### src/rtl/mmio_verteiler_pkg.sv
// Shared definitions for the data-side MMIO splitter: FSM encodings, IO select bit,
// peripheral register offsets relative to NUM_OUT and the index decoder.
package mmio_verteiler_pkg;

  localparam int unsigned IO_BIT = 31;

  localparam logic [1:0] LEERLAUF   = 2'd0;
  localparam logic [1:0] CACHE      = 2'd1;
  localparam logic [1:0] IO_ANTWORT = 2'd2;
  localparam logic [1:0] NACHLAUF   = 2'd3;

  localparam int unsigned OFF_EIN       = 0;
  localparam int unsigned OFF_ZAEHLER   = 1;
  localparam int unsigned OFF_VERGLEICH = 2;
  localparam int unsigned OFF_STATUS    = 3;

  typedef enum logic [2:0] {
    REG_AUS,
    REG_EIN,
    REG_ZAEHLER,
    REG_VERGLEICH,
    REG_STATUS,
    REG_NONE
  } reg_sel_e;

  function automatic reg_sel_e decode_index(input int unsigned idx, input int unsigned num_out);
    reg_sel_e sel;
    if (idx < num_out)                        sel = REG_AUS;
    else if (idx == num_out + OFF_EIN)        sel = REG_EIN;
    else if (idx == num_out + OFF_ZAEHLER)    sel = REG_ZAEHLER;
    else if (idx == num_out + OFF_VERGLEICH)  sel = REG_VERGLEICH;
    else if (idx == num_out + OFF_STATUS)     sel = REG_STATUS;
    else                                      sel = REG_NONE;
    return sel;
  endfunction

endpackage

### src/rtl/mmio_verteiler_if.sv
// CPU data-port request/acknowledge bus; the CPU is master, mmio_verteiler the slave.
interface mmio_verteiler_if;
  logic [31:0] DatenAdresse;
  logic [31:0] DatenRaus;
  logic        LeseDaten;
  logic        SchreibeDaten;
  logic [31:0] DatenRein;
  logic        DatenGeladen;
  logic        DatenGespeichert;

  modport master (
    output DatenAdresse, DatenRaus, LeseDaten, SchreibeDaten,
    input  DatenRein, DatenGeladen, DatenGespeichert
  );

  modport slave (
    input  DatenAdresse, DatenRaus, LeseDaten, SchreibeDaten,
    output DatenRein, DatenGeladen, DatenGespeichert
  );
endinterface

### src/rtl/mmio_verteiler_timer.sv
// Free-running 32-bit cycle counter with compare register and sticky match flag.
module mmio_verteiler_timer (
  input  logic        clk_i,
  input  logic        rst_i,
  input  logic        zaehler_clr_i,
  input  logic        vergleich_we_i,
  input  logic [31:0] vergleich_wert_i,
  input  logic        status_clr_i,
  output logic [31:0] zaehler_o,
  output logic [31:0] vergleich_o,
  output logic        flag_o
);

  logic [31:0] zaehler_q, zaehler_d;
  logic [31:0] vergleich_q, vergleich_d;
  logic        flag_q, flag_d;
  logic        treffer;

  // Match uses the counter's next value against the old compare value, so a
  // freshly written compare only matters from the following cycle.
  always_comb begin
    zaehler_d   = zaehler_clr_i ? '0 : zaehler_q + 32'd1;
    vergleich_d = vergleich_we_i ? vergleich_wert_i : vergleich_q;
    treffer     = (zaehler_d == vergleich_q);
    flag_d      = treffer | (flag_q & ~status_clr_i);
  end

  always_ff @(posedge clk_i) begin
    if (rst_i) begin
      zaehler_q   <= '0;
      vergleich_q <= '0;
      flag_q      <= 1'b0;
    end else begin
      zaehler_q   <= zaehler_d;
      vergleich_q <= vergleich_d;
      flag_q      <= flag_d;
    end
  end

  assign zaehler_o   = zaehler_q;
  assign vergleich_o = vergleich_q;
  assign flag_o      = flag_q;

endmodule

### src/rtl/mmio_verteiler.sv
// Data-side address decoder: addr[31]=0 passes through to DatenCache, addr[31]=1
// is served from the local peripheral registers (outputs, inputs, timer).
module mmio_verteiler
  import mmio_verteiler_pkg::*;
#(
  parameter int unsigned NUM_OUT   = 4,
  parameter int unsigned OUT_WIDTH = 8,
  parameter int unsigned IN_WIDTH  = 8,
  parameter int unsigned ADDRBITS  = 4
) (
  input  logic                          Clock,
  input  logic                          Reset,
  mmio_verteiler_if.slave               cpu,
  output logic                          CacheLesen,
  output logic                          CacheSchreiben,
  output logic [31:0]                   CacheAdresse,
  output logic [31:0]                   CacheSchreibDaten,
  input  logic [31:0]                   CacheLesDaten,
  input  logic                          CacheDatenGelesen,
  input  logic                          CacheDatenGeschrieben,
  input  logic [IN_WIDTH-1:0]           Eingaenge,
  output logic [NUM_OUT*OUT_WIDTH-1:0]  Ausgaenge,
  output logic                          TimerTreffer,
  output logic                          FehlerZugriff
);

  logic [1:0]           zustand_q, zustand_d;
  logic [OUT_WIDTH-1:0] aus_q [NUM_OUT];
  logic [OUT_WIDTH-1:0] aus_d [NUM_OUT];
  logic [IN_WIDTH-1:0]  sync1_q, sync2_q;
  logic [31:0]          io_daten_q, io_daten_d;
  logic                 io_lesen_q, io_lesen_d;
  logic                 io_schreiben_q, io_schreiben_d;
  logic                 fehler_q, fehler_d;

  logic                 anfrage, schreiben, in_cache;
  logic                 cache_rd_ack, cache_wr_ack;
  logic [ADDRBITS-1:0]  idx;
  reg_sel_e             sel;
  logic [31:0]          lese_wert;

  logic                 zaehler_clr, vergleich_we, status_clr;
  logic [31:0]          zaehler, vergleich;
  logic                 flag;

  assign anfrage   = cpu.LeseDaten | cpu.SchreibeDaten;
  assign schreiben = cpu.SchreibeDaten;
  assign idx       = cpu.DatenAdresse[ADDRBITS-1:0];
  assign sel       = decode_index(32'(idx), NUM_OUT);

  always_comb begin
    lese_wert = '0;
    case (sel)
      REG_AUS: begin
        for (int unsigned k = 0; k < NUM_OUT; k++) begin
          if (idx == ADDRBITS'(k)) lese_wert = 32'(aus_q[k]);
        end
      end
      REG_EIN:       lese_wert = 32'(sync2_q);
      REG_ZAEHLER:   lese_wert = zaehler;
      REG_VERGLEICH: lese_wert = vergleich;
      REG_STATUS:    lese_wert = {31'b0, flag};
      default:       lese_wert = '0;
    endcase
  end

  // IO side effects happen only on the LEERLAUF edge; the ack/data/error
  // registers default to 0 so they are high exactly for the IO_ANTWORT cycle.
  always_comb begin
    zustand_d      = zustand_q;
    aus_d          = aus_q;
    io_daten_d     = '0;
    io_lesen_d     = 1'b0;
    io_schreiben_d = 1'b0;
    fehler_d       = 1'b0;
    zaehler_clr    = 1'b0;
    vergleich_we   = 1'b0;
    status_clr     = 1'b0;
    case (zustand_q)
      LEERLAUF: begin
        if (anfrage) begin
          if (cpu.DatenAdresse[IO_BIT]) begin
            zustand_d      = IO_ANTWORT;
            io_schreiben_d = schreiben;
            io_lesen_d     = ~schreiben;
            fehler_d       = (sel == REG_NONE);
            if (schreiben) begin
              case (sel)
                REG_AUS: begin
                  for (int unsigned k = 0; k < NUM_OUT; k++) begin
                    if (idx == ADDRBITS'(k)) aus_d[k] = cpu.DatenRaus[OUT_WIDTH-1:0];
                  end
                end
                REG_ZAEHLER:   zaehler_clr  = 1'b1;
                REG_VERGLEICH: vergleich_we = 1'b1;
                REG_STATUS:    status_clr   = cpu.DatenRaus[0];
                default:       ;
              endcase
            end else begin
              io_daten_d = lese_wert;
            end
          end else begin
            zustand_d = CACHE;
          end
        end
      end
      CACHE:      if (cache_rd_ack | cache_wr_ack) zustand_d = NACHLAUF;
      IO_ANTWORT: zustand_d = NACHLAUF;
      NACHLAUF:   if (!anfrage) zustand_d = LEERLAUF;
      default:    zustand_d = LEERLAUF;
    endcase
  end

  always_ff @(posedge Clock) begin
    if (Reset) begin
      zustand_q      <= LEERLAUF;
      aus_q          <= '{default: '0};
      sync1_q        <= '0;
      sync2_q        <= '0;
      io_daten_q     <= '0;
      io_lesen_q     <= 1'b0;
      io_schreiben_q <= 1'b0;
      fehler_q       <= 1'b0;
    end else begin
      zustand_q      <= zustand_d;
      aus_q          <= aus_d;
      sync1_q        <= Eingaenge;
      sync2_q        <= sync1_q;
      io_daten_q     <= io_daten_d;
      io_lesen_q     <= io_lesen_d;
      io_schreiben_q <= io_schreiben_d;
      fehler_q       <= fehler_d;
    end
  end

  mmio_verteiler_timer u_timer (
    .clk_i            (Clock),
    .rst_i            (Reset),
    .zaehler_clr_i    (zaehler_clr),
    .vergleich_we_i   (vergleich_we),
    .vergleich_wert_i (cpu.DatenRaus),
    .status_clr_i     (status_clr),
    .zaehler_o        (zaehler),
    .vergleich_o      (vergleich),
    .flag_o           (flag)
  );

  // Simultaneous read and write requests are treated as a write.
  assign in_cache          = (zustand_q == CACHE);
  assign CacheSchreiben    = in_cache & cpu.SchreibeDaten;
  assign CacheLesen        = in_cache & cpu.LeseDaten & ~cpu.SchreibeDaten;
  assign CacheAdresse      = cpu.DatenAdresse;
  assign CacheSchreibDaten = cpu.DatenRaus;
  assign cache_rd_ack      = CacheLesen & CacheDatenGelesen;
  assign cache_wr_ack      = CacheSchreiben & CacheDatenGeschrieben;

  assign cpu.DatenGeladen     = cache_rd_ack | io_lesen_q;
  assign cpu.DatenGespeichert = cache_wr_ack | io_schreiben_q;
  assign cpu.DatenRein        = cache_rd_ack ? CacheLesDaten :
                                io_lesen_q   ? io_daten_q    : '0;

  for (genvar g = 0; g < NUM_OUT; g++) begin : g_aus
    assign Ausgaenge[g*OUT_WIDTH +: OUT_WIDTH] = aus_q[g];
  end

  assign TimerTreffer  = flag;
  assign FehlerZugriff = fehler_q;

endmodule
### src/flat_wrapper.sv
// flat-port wrapper written by rule: the top's interface ports become plain ports
module mmio_verteiler_flat import mmio_verteiler_pkg::*;
#(
  parameter int unsigned NUM_OUT   = 4,
  parameter int unsigned OUT_WIDTH = 8,
  parameter int unsigned IN_WIDTH  = 8,
  parameter int unsigned ADDRBITS  = 4
)
  (Clock, Reset, CacheLesen, CacheSchreiben, CacheAdresse, CacheSchreibDaten, CacheLesDaten, CacheDatenGelesen, CacheDatenGeschrieben, Eingaenge, Ausgaenge, TimerTreffer, FehlerZugriff, cpu_DatenAdresse, cpu_DatenRaus, cpu_LeseDaten, cpu_SchreibeDaten, cpu_DatenRein, cpu_DatenGeladen, cpu_DatenGespeichert);
  mmio_verteiler_if cpu_i ();
  input  logic Clock;
  input  logic Reset;
  output logic CacheLesen;
  output logic CacheSchreiben;
  output logic [31:0] CacheAdresse;
  output logic [31:0] CacheSchreibDaten;
  input  logic [31:0] CacheLesDaten;
  input  logic CacheDatenGelesen;
  input  logic CacheDatenGeschrieben;
  input  logic [IN_WIDTH-1:0] Eingaenge;
  output logic [NUM_OUT*OUT_WIDTH-1:0] Ausgaenge;
  output logic TimerTreffer;
  output logic FehlerZugriff;
  input wire logic [$bits(cpu_i.DatenAdresse)-1:0] cpu_DatenAdresse;
  input wire logic [$bits(cpu_i.DatenRaus)-1:0] cpu_DatenRaus;
  input wire logic [$bits(cpu_i.LeseDaten)-1:0] cpu_LeseDaten;
  input wire logic [$bits(cpu_i.SchreibeDaten)-1:0] cpu_SchreibeDaten;
  output wire logic [$bits(cpu_i.DatenRein)-1:0] cpu_DatenRein;
  output wire logic [$bits(cpu_i.DatenGeladen)-1:0] cpu_DatenGeladen;
  output wire logic [$bits(cpu_i.DatenGespeichert)-1:0] cpu_DatenGespeichert;
  assign cpu_i.DatenAdresse = cpu_DatenAdresse;
  assign cpu_i.DatenRaus = cpu_DatenRaus;
  assign cpu_i.LeseDaten = cpu_LeseDaten;
  assign cpu_i.SchreibeDaten = cpu_SchreibeDaten;
  assign cpu_DatenRein = cpu_i.DatenRein;
  assign cpu_DatenGeladen = cpu_i.DatenGeladen;
  assign cpu_DatenGespeichert = cpu_i.DatenGespeichert;
  mmio_verteiler #(.NUM_OUT(NUM_OUT), .OUT_WIDTH(OUT_WIDTH), .IN_WIDTH(IN_WIDTH), .ADDRBITS(ADDRBITS)) u_core (.Clock(Clock), .Reset(Reset), .cpu(cpu_i), .CacheLesen(CacheLesen), .CacheSchreiben(CacheSchreiben), .CacheAdresse(CacheAdresse), .CacheSchreibDaten(CacheSchreibDaten), .CacheLesDaten(CacheLesDaten), .CacheDatenGelesen(CacheDatenGelesen), .CacheDatenGeschrieben(CacheDatenGeschrieben), .Eingaenge(Eingaenge), .Ausgaenge(Ausgaenge), .TimerTreffer(TimerTreffer), .FehlerZugriff(FehlerZugriff));
endmodule
### config.mk
export PLATFORM = sky130hd
export DESIGN_NAME = mmio_verteiler_flat
export DESIGN_NICKNAME = d
export VERILOG_FILES = /design/src/rtl/mmio_verteiler_pkg.sv /design/src/rtl/mmio_verteiler_if.sv /design/src/rtl/mmio_verteiler_timer.sv /design/src/rtl/mmio_verteiler.sv /design/src/flat_wrapper.sv
export SDC_FILE = /design/constraint.sdc
export NUM_CORES = 1
export LEC_CHECK = 0
export ABC_CLOCK_PERIOD_IN_PS = 2400
export CAP_MARGIN = 25
export CORE_MARGIN = 2
export CORE_UTILIZATION = 42
export DETAILED_ROUTE_END_ITERATION = 7
export PLACE_DENSITY = 0.74
export SETUP_SLACK_MARGIN = 0.5
export SKIP_LAST_GASP = 1
export SLEW_MARGIN = 20
export SYNTH_ARGS = -nofsm -noshare
export SYNTH_HDL_FRONTEND = slang
export SYNTH_SLANG_ARGS = --single-unit
### constraint.sdc
create_clock -name Clock -period 2.4 [get_ports Clock]
set_clock_uncertainty 0.15 [all_clocks]
set_input_delay 0.48 -clock Clock [delete_from_list [all_inputs] [get_ports Clock]]
set_output_delay 0.48 -clock Clock [all_outputs]
set_load 0.005 [all_outputs]
# After elaboration in Yosys (flattened, before gate mapping)
# Cells that the tools add are included.
[word_totals]
register_bits = 150
input_bits = 110
out_inout_bits = 134
[classes]
addsub = 1
n_lt_le_gt_ge = 1
eq_ne = 19
mux = 33
bitwise_logic = 16
n_reduce_logical = 10
[op_table]
columns = ["operator", "n"]
rows = [
  ["$pmux W32 S5", 1],
  ["$mux W32", 3],
  ["$add A32 B1 Y32 const B", 1],
  ["$eq A32 B32 Y1", 1],
  ["$mux W8", 4],
  ["$reduce_and A6 Y1", 4],
  ["$eq A4 B3 Y1 const B", 4],
  ["$mux W1", 16],
  ["$mux W3", 4],
  ["$eq A4 B2 Y1 const B", 2],
  ["$mux W2", 4],
  ["$pmux W2 S4", 1],
  ["$and A1 B1 Y1", 6],
  ["$eq A3 B2 Y1 const B", 2],
  ["$eq A3 B3 Y1 const B", 2],
  ["$not A1 Y1", 5],
  ["$or A1 B1 Y1", 5],
  ["$reduce_or A5 Y1", 1],
  ["$eq A2 B2 Y1 const B", 2],
  ["$eq A4 B1 Y1 const B", 1],
  ["$logic_not A4 Y1", 1],
  ["$lt A4 B3 Y1 const B", 1],
  ["$ne A2 B2 Y1 const B", 2],
  ["$reduce_or A4 Y1", 1],
  ["6 further kinds", 6],
]

# Logic depth before layout (Yosys ltp)
[depth]
ltp_word = 15
depth_mapped = 11
depth_no_buf = 10

# Cells and area by module
# From an unflattened synthesis, not the netlist that was laid out.
[hier_totals]
hier_cells = 933
area_unflattened_um2 = 8114.0
[by_module_without_submodules]
columns = ["mod", "n_inst", "cells_each", "area_per_inst_um2", "seq_area_each_um2"]
rows = [
  ["mmio_verteiler", 1, 519, 4433.0, 1701.6],
  ["mmio_verteiler_timer", 1, 414, 3681.0, 1301.2],
]

# Least setup slack after synthesis
# Ideal clock, no wire load.
[synth_timing]
kind = "register -> register"
from = "register u_core.u_timer.zaehler_q[0], in the netlist u_core.u_timer.zaehler_o[0]"
to = "register u_core.u_timer.flag_q, in the netlist u_core.u_timer.flag_o"
setup_ns = 0.087
t_arrival_ns = 2.326
required_ns = 2.163
slack_ns = -0.163
path_stages_with_launch = 11
cell_sequence = "dfxtp_1 > ha_1 > nand3_1 > nor3b_2 > nand4_1 > nor4_1 > xnor2_1 > nor2_1 > xnor2_1 > nand4_1 > o31ai_1"
[synth_via]
elab_chain_len = 4
[synth_rtl]
columns = ["item", "line", "text"]
rows = [
  ["from (decl)", "mmio_verteiler_timer.sv:14", "logic [31:0] zaehler_q, zaehler_d;"],
  ["from (signal assigned)", "mmio_verteiler_timer.sv:34", "zaehler_q <= zaehler_d;"],
  ["$add A32 B1 Y32", "mmio_verteiler_timer.sv:22", "zaehler_d = zaehler_clr_i ? '0 : zaehler_q + 32'd1;"],
  ["$mux W32", "mmio_verteiler_timer.sv:22", ""],
  ["$eq A32 B32 Y1", "mmio_verteiler_timer.sv:24", "treffer = (zaehler_d == vergleich_q);"],
  ["$or A1 B1 Y1", "mmio_verteiler_timer.sv:25", "flag_d = treffer | (flag_q & ~status_clr_i);"],
  ["to (signal assigned)", "mmio_verteiler_timer.sv:36", "flag_q <= flag_d;"],
  ["to (decl)", "mmio_verteiler_timer.sv:16", "logic flag_q, flag_d;"],
]
# Every way passes these cells.
# A chain may end at the register's enable or synchronous reset.

# Final worst setup path
[layout_timing]
from = "register u_core.u_timer.zaehler_q[1], in the netlist u_core.u_timer.zaehler_o[1]"
to = "register u_core.u_timer.flag_q, in the netlist u_core.u_timer.flag_o"
# The elaborated chain is that of the path after synthesis.

==> flow_metrics.py <==
metrics = {
    "critical_path": {
        "critPathSlowestCell": "dfxtp_4",
        "cp-start-kind": "register",
        "worstPathArrival_ps": 2890,
        "r2r-start": "u_core.u_timer.zaehler_o[1]$_SDFF_PP0_",
        "cp.required_ps": 2610,
        "crit_top_cell": "nand4_1",
        "r2r_slack_ps": -280,
        "endpoint_kind": "register",
        "crit_chain": "nand4_1 -> buf_4 -> nor3_4 -> buf_6 -> nand3_4 -> xor2_2 -> xnor2_1 -> or3_1 -> a32oi_1 -> nand4_1 -> o31ai_1",
        "rr_worst_depth": 11,
        "crit_type": "register to register",
        "critPathBufInv": 2,
        "critPathMaxFanout": 4,
        "critPathTopFamily": "simple AND/OR/NAND/NOR gates",
        "r2r-end": "u_core.u_timer.flag_o$_SDFF_PP0_",
        "critical_path.max_stage_delay_ps": 370,
    },
    "hold_path": {
        "hp-class": "register to register",
        "hold_depth": 1,
        "hold_path.startpoint": "u_core.sync1_q[4]$_SDFF_PP0_",
        "holdPathEnd": "u_core.sync2_q[4]$_SDFF_PP0_",
    },
    "sta": {
        "final_hold_viol_count": 0,
        "finalSetupTns_ps": -4370,
        "rsz0062_at_grt": "yes",
        "setup_viol": 34,
        "finalCritPeriodShare": 1.12,
        "slew_headroom": 0.449,
        "min_period_ps": 2680,
        "maxSlewViolCount": 0,
        "finalWorstSetupSlack_ps": -283,
        "worst_pin_slew_ps": 827,
        "fmax_ghz": 0.373,
    },
    "die": {
        "die-height_um": 137,
        "die_x_um": 137,
        "dieArea_um2": 18900,
        "rows": 48,
        "io_pins": 244,
        "core_area_um2": 17400,
        "start_util": 0.431,
    },
    "synth": {
        "synth_cells": 911,
        "netlist_area_um2": 7480,
        "ys_seq_area_frac": 0.402,
        "syn_area_per_cell_um2": 8.21,
        "ys_ff_latch": 150,
        "synth-edff-count": 0,
        "yosysMostFrequentCell": "nand2_1",
        "synth_top_area_cell": "dfxtp_1",
        "synthFlopType": "dfxtp_1",
        "ys_warn_count": 0,
        "synthTopCellsByArea": "dfxtp_1 (40%), nand2_1 (8.2%), buf_4 (6.4%)",
        "yosys.area.top_type_share": 0.402,
        "async_flop_share": 0,
        "ys_types": 56,
        "synth_common_cells": "nand2_1 (164), dfxtp_1 (150), nor2_1 (106)",
        "synth_fp_nets": 1025,
    },
    "clock_network": {
        "clk_pin_slew_worst_paths_ps": 70,
        "cts_num_sinks": 150,
        "clockBufferDepth": 2,
        "cts_buffers": 17,
        "cts_tree": "yes",
        "worst_skew_pair.late_latency_ps": 440,
        "htreeDepth": 4,
        "holdBufCountCts": 0,
        "ctsRootBufferMaster": "clkbuf_16",
    },
    "power_and_ir_drop": {
        "leakage_nw": 5.19,
        "pwr-share-comb": 0.194,
        "pwr-share-seq": 0.391,
        "ir_worst_vdd_v": 0.000526,
        "p_sw_mw": 1.86,
        "clock_power_share": 0.415,
        "internal_power_mw": 4.76,
        "power_density_nw_per_um2": 534,
        "swShare": 0.281,
    },
    "routing": {
        "drcViolationCount": 0,
        "num_vias": 7849,
        "drtPass1Iterations": 6,
        "wl_per_cell_um": 20.3,
        "viasPerCell": 5.53,
        "drt_iter0_drc": 678,
        "drt-total-wl_mm": 28.9,
        "ant_nets": 0,
    },
    "job": {
        "maxCapViolCount": 0,
    },
    "outcome": {
        "violations": "negative setup slack",
        "status": "finished with violations",
    },
    "global_routing": {
        "overflow": 0,
        "grt_antenna_before_repair": 0,
        "grt_pass1_wl_mm": 40.4,
        "grt_max_degree": 88,
        "grt_use_total": 0.283,
        "grt_pass1_vias": 7441,
    },
    "finish": {
        "drive_gt1_frac": 0.400,
        "syn_to_final_growth_pct": 65.7,
        "fin_util": 0.714,
        "diodes": 0,
        "nets": 1295,
    },
    "placement": {
        "dpl_worst_slack_ps": -627,
        "gp_congestion": 0.958,
        "port_buffers": 189,
        "hpwl_mm": 16.9,
    },
}
## per-stage QoR
step,hold WS [ps],power (mW),cell area (µm²),std cells
2_1_floorplan,264,3.03,7630,911
3_3_place_gp,272,3.44,9990,1318
3_5_place_dp,271,3.45,9990,1318
4_1_cts,288,6.40,11500,1402
5_1_grt,310,6.81,12400,1419
6_report,286,6.62,12400,1419
## registers in the layout, indices dropped and copies added (netlist names)
name and count:
u_core.Ausgaenge 32, u_core.FehlerZugriff 1, u_core.io_daten_q 32, u_core.io_lesen_q 1
u_core.io_schreiben_q 1, u_core.sync1_q 8, u_core.sync2_q 8, u_core.u_timer.flag_o 1
u_core.u_timer.vergleich_o 32, u_core.u_timer.zaehler_o 32, u_core.zustand_q 2
## worst max path at each step
stage | startpoint | to | slack, ps | cells past startpoint
after floorplan | u_core.u_timer.zaehler_o[0]$_SDFF_PP0_ | u_core.u_timer.flag_o$_SDFF_PP0_ | 40 | 10
after global placement | cpu_LeseDaten | cpu_DatenRein[15] | -610 | 7
after detailed placement | cpu_LeseDaten | cpu_DatenRein[15] | -630 | 7
after CTS | u_core.u_timer.zaehler_o[7]$_SDFF_PP0_ | u_core.u_timer.flag_o$_SDFF_PP0_ | -160 | 10
after global routing | u_core.u_timer.zaehler_o[0]$_SDFF_PP0_ | u_core.u_timer.flag_o$_SDFF_PP0_ | -370 | 11
final | u_core.u_timer.zaehler_o[1]$_SDFF_PP0_ | u_core.u_timer.flag_o$_SDFF_PP0_ | -280 | 11
## repair_timing
item / in CTS / in global routing
setup endpoints to repair: 235 / 172
hold endpoints to repair: 0 / 0
pin swaps: 46 / 56
setup buffers: 39 / 13
cloned: 13 / 4
resized for setup: 384 / 194
## layout make-up
type,instances,area [µm²]
inverter,8,30.0
sequential,150,3050
clock buffer,17,425
multi-input combinational,634,4770
timing repair buffer,370,3650
fill,1247,4970
tap,225,282
clock inverter,15,179
## power by group through the flow
stage | clock network [mW] | logic [mW] | registers (mW)
floorplan | 0 | 0.404 | 2.63
global placement | 0 | 0.807 | 2.63
detailed placement | 0 | 0.815 | 2.63
CTS | 2.75 | 1.07 | 2.58
global route | 2.86 | 1.36 | 2.59
finish | 2.75 | 1.29 | 2.59
## cells in the final DEF (no fill, tap or decap), types with 22 or more instances in the layout
master and count:
buf_2 35, nor2_4 22, dlygate4sd2_1 70, clkdlybuf4s50_1 77
dfxtp_1 121, mux2i_1 43, dfxtp_2 25, nand2_4 28
a21oi_2 27, buf_4 111, nand2_1 102, a22oi_1 27
buf_6 41, nor2_1 80, nand2_2 33
## metal layers
layer / GRT usage / vias up / wire (µm)
met1: 0.364 / 3743 / 11300
met3: 0.0670 / 82 / 2710
met2: 0.446 / 426 / 13800
met4: 0.137 / 0 / 990
met5: 0 / - / 0
li1: - / 3598 / -
## cell families after synthesis
family / Yosys count / synth area share
buffers and inverters: 127 / 0.0964
XOR/XNOR: 42 / 0.0492
flip-flops: 150 / 0.402
AND/OR/NAND/NOR: 396 / 0.248
adder cells (fa/ha/maj): 4 / 0.00669
multiplexers: 52 / 0.0847
AO/OA/AOI/OAI: 140 / 0.114
No activity file was read; power rests on OpenSTA's default activity.
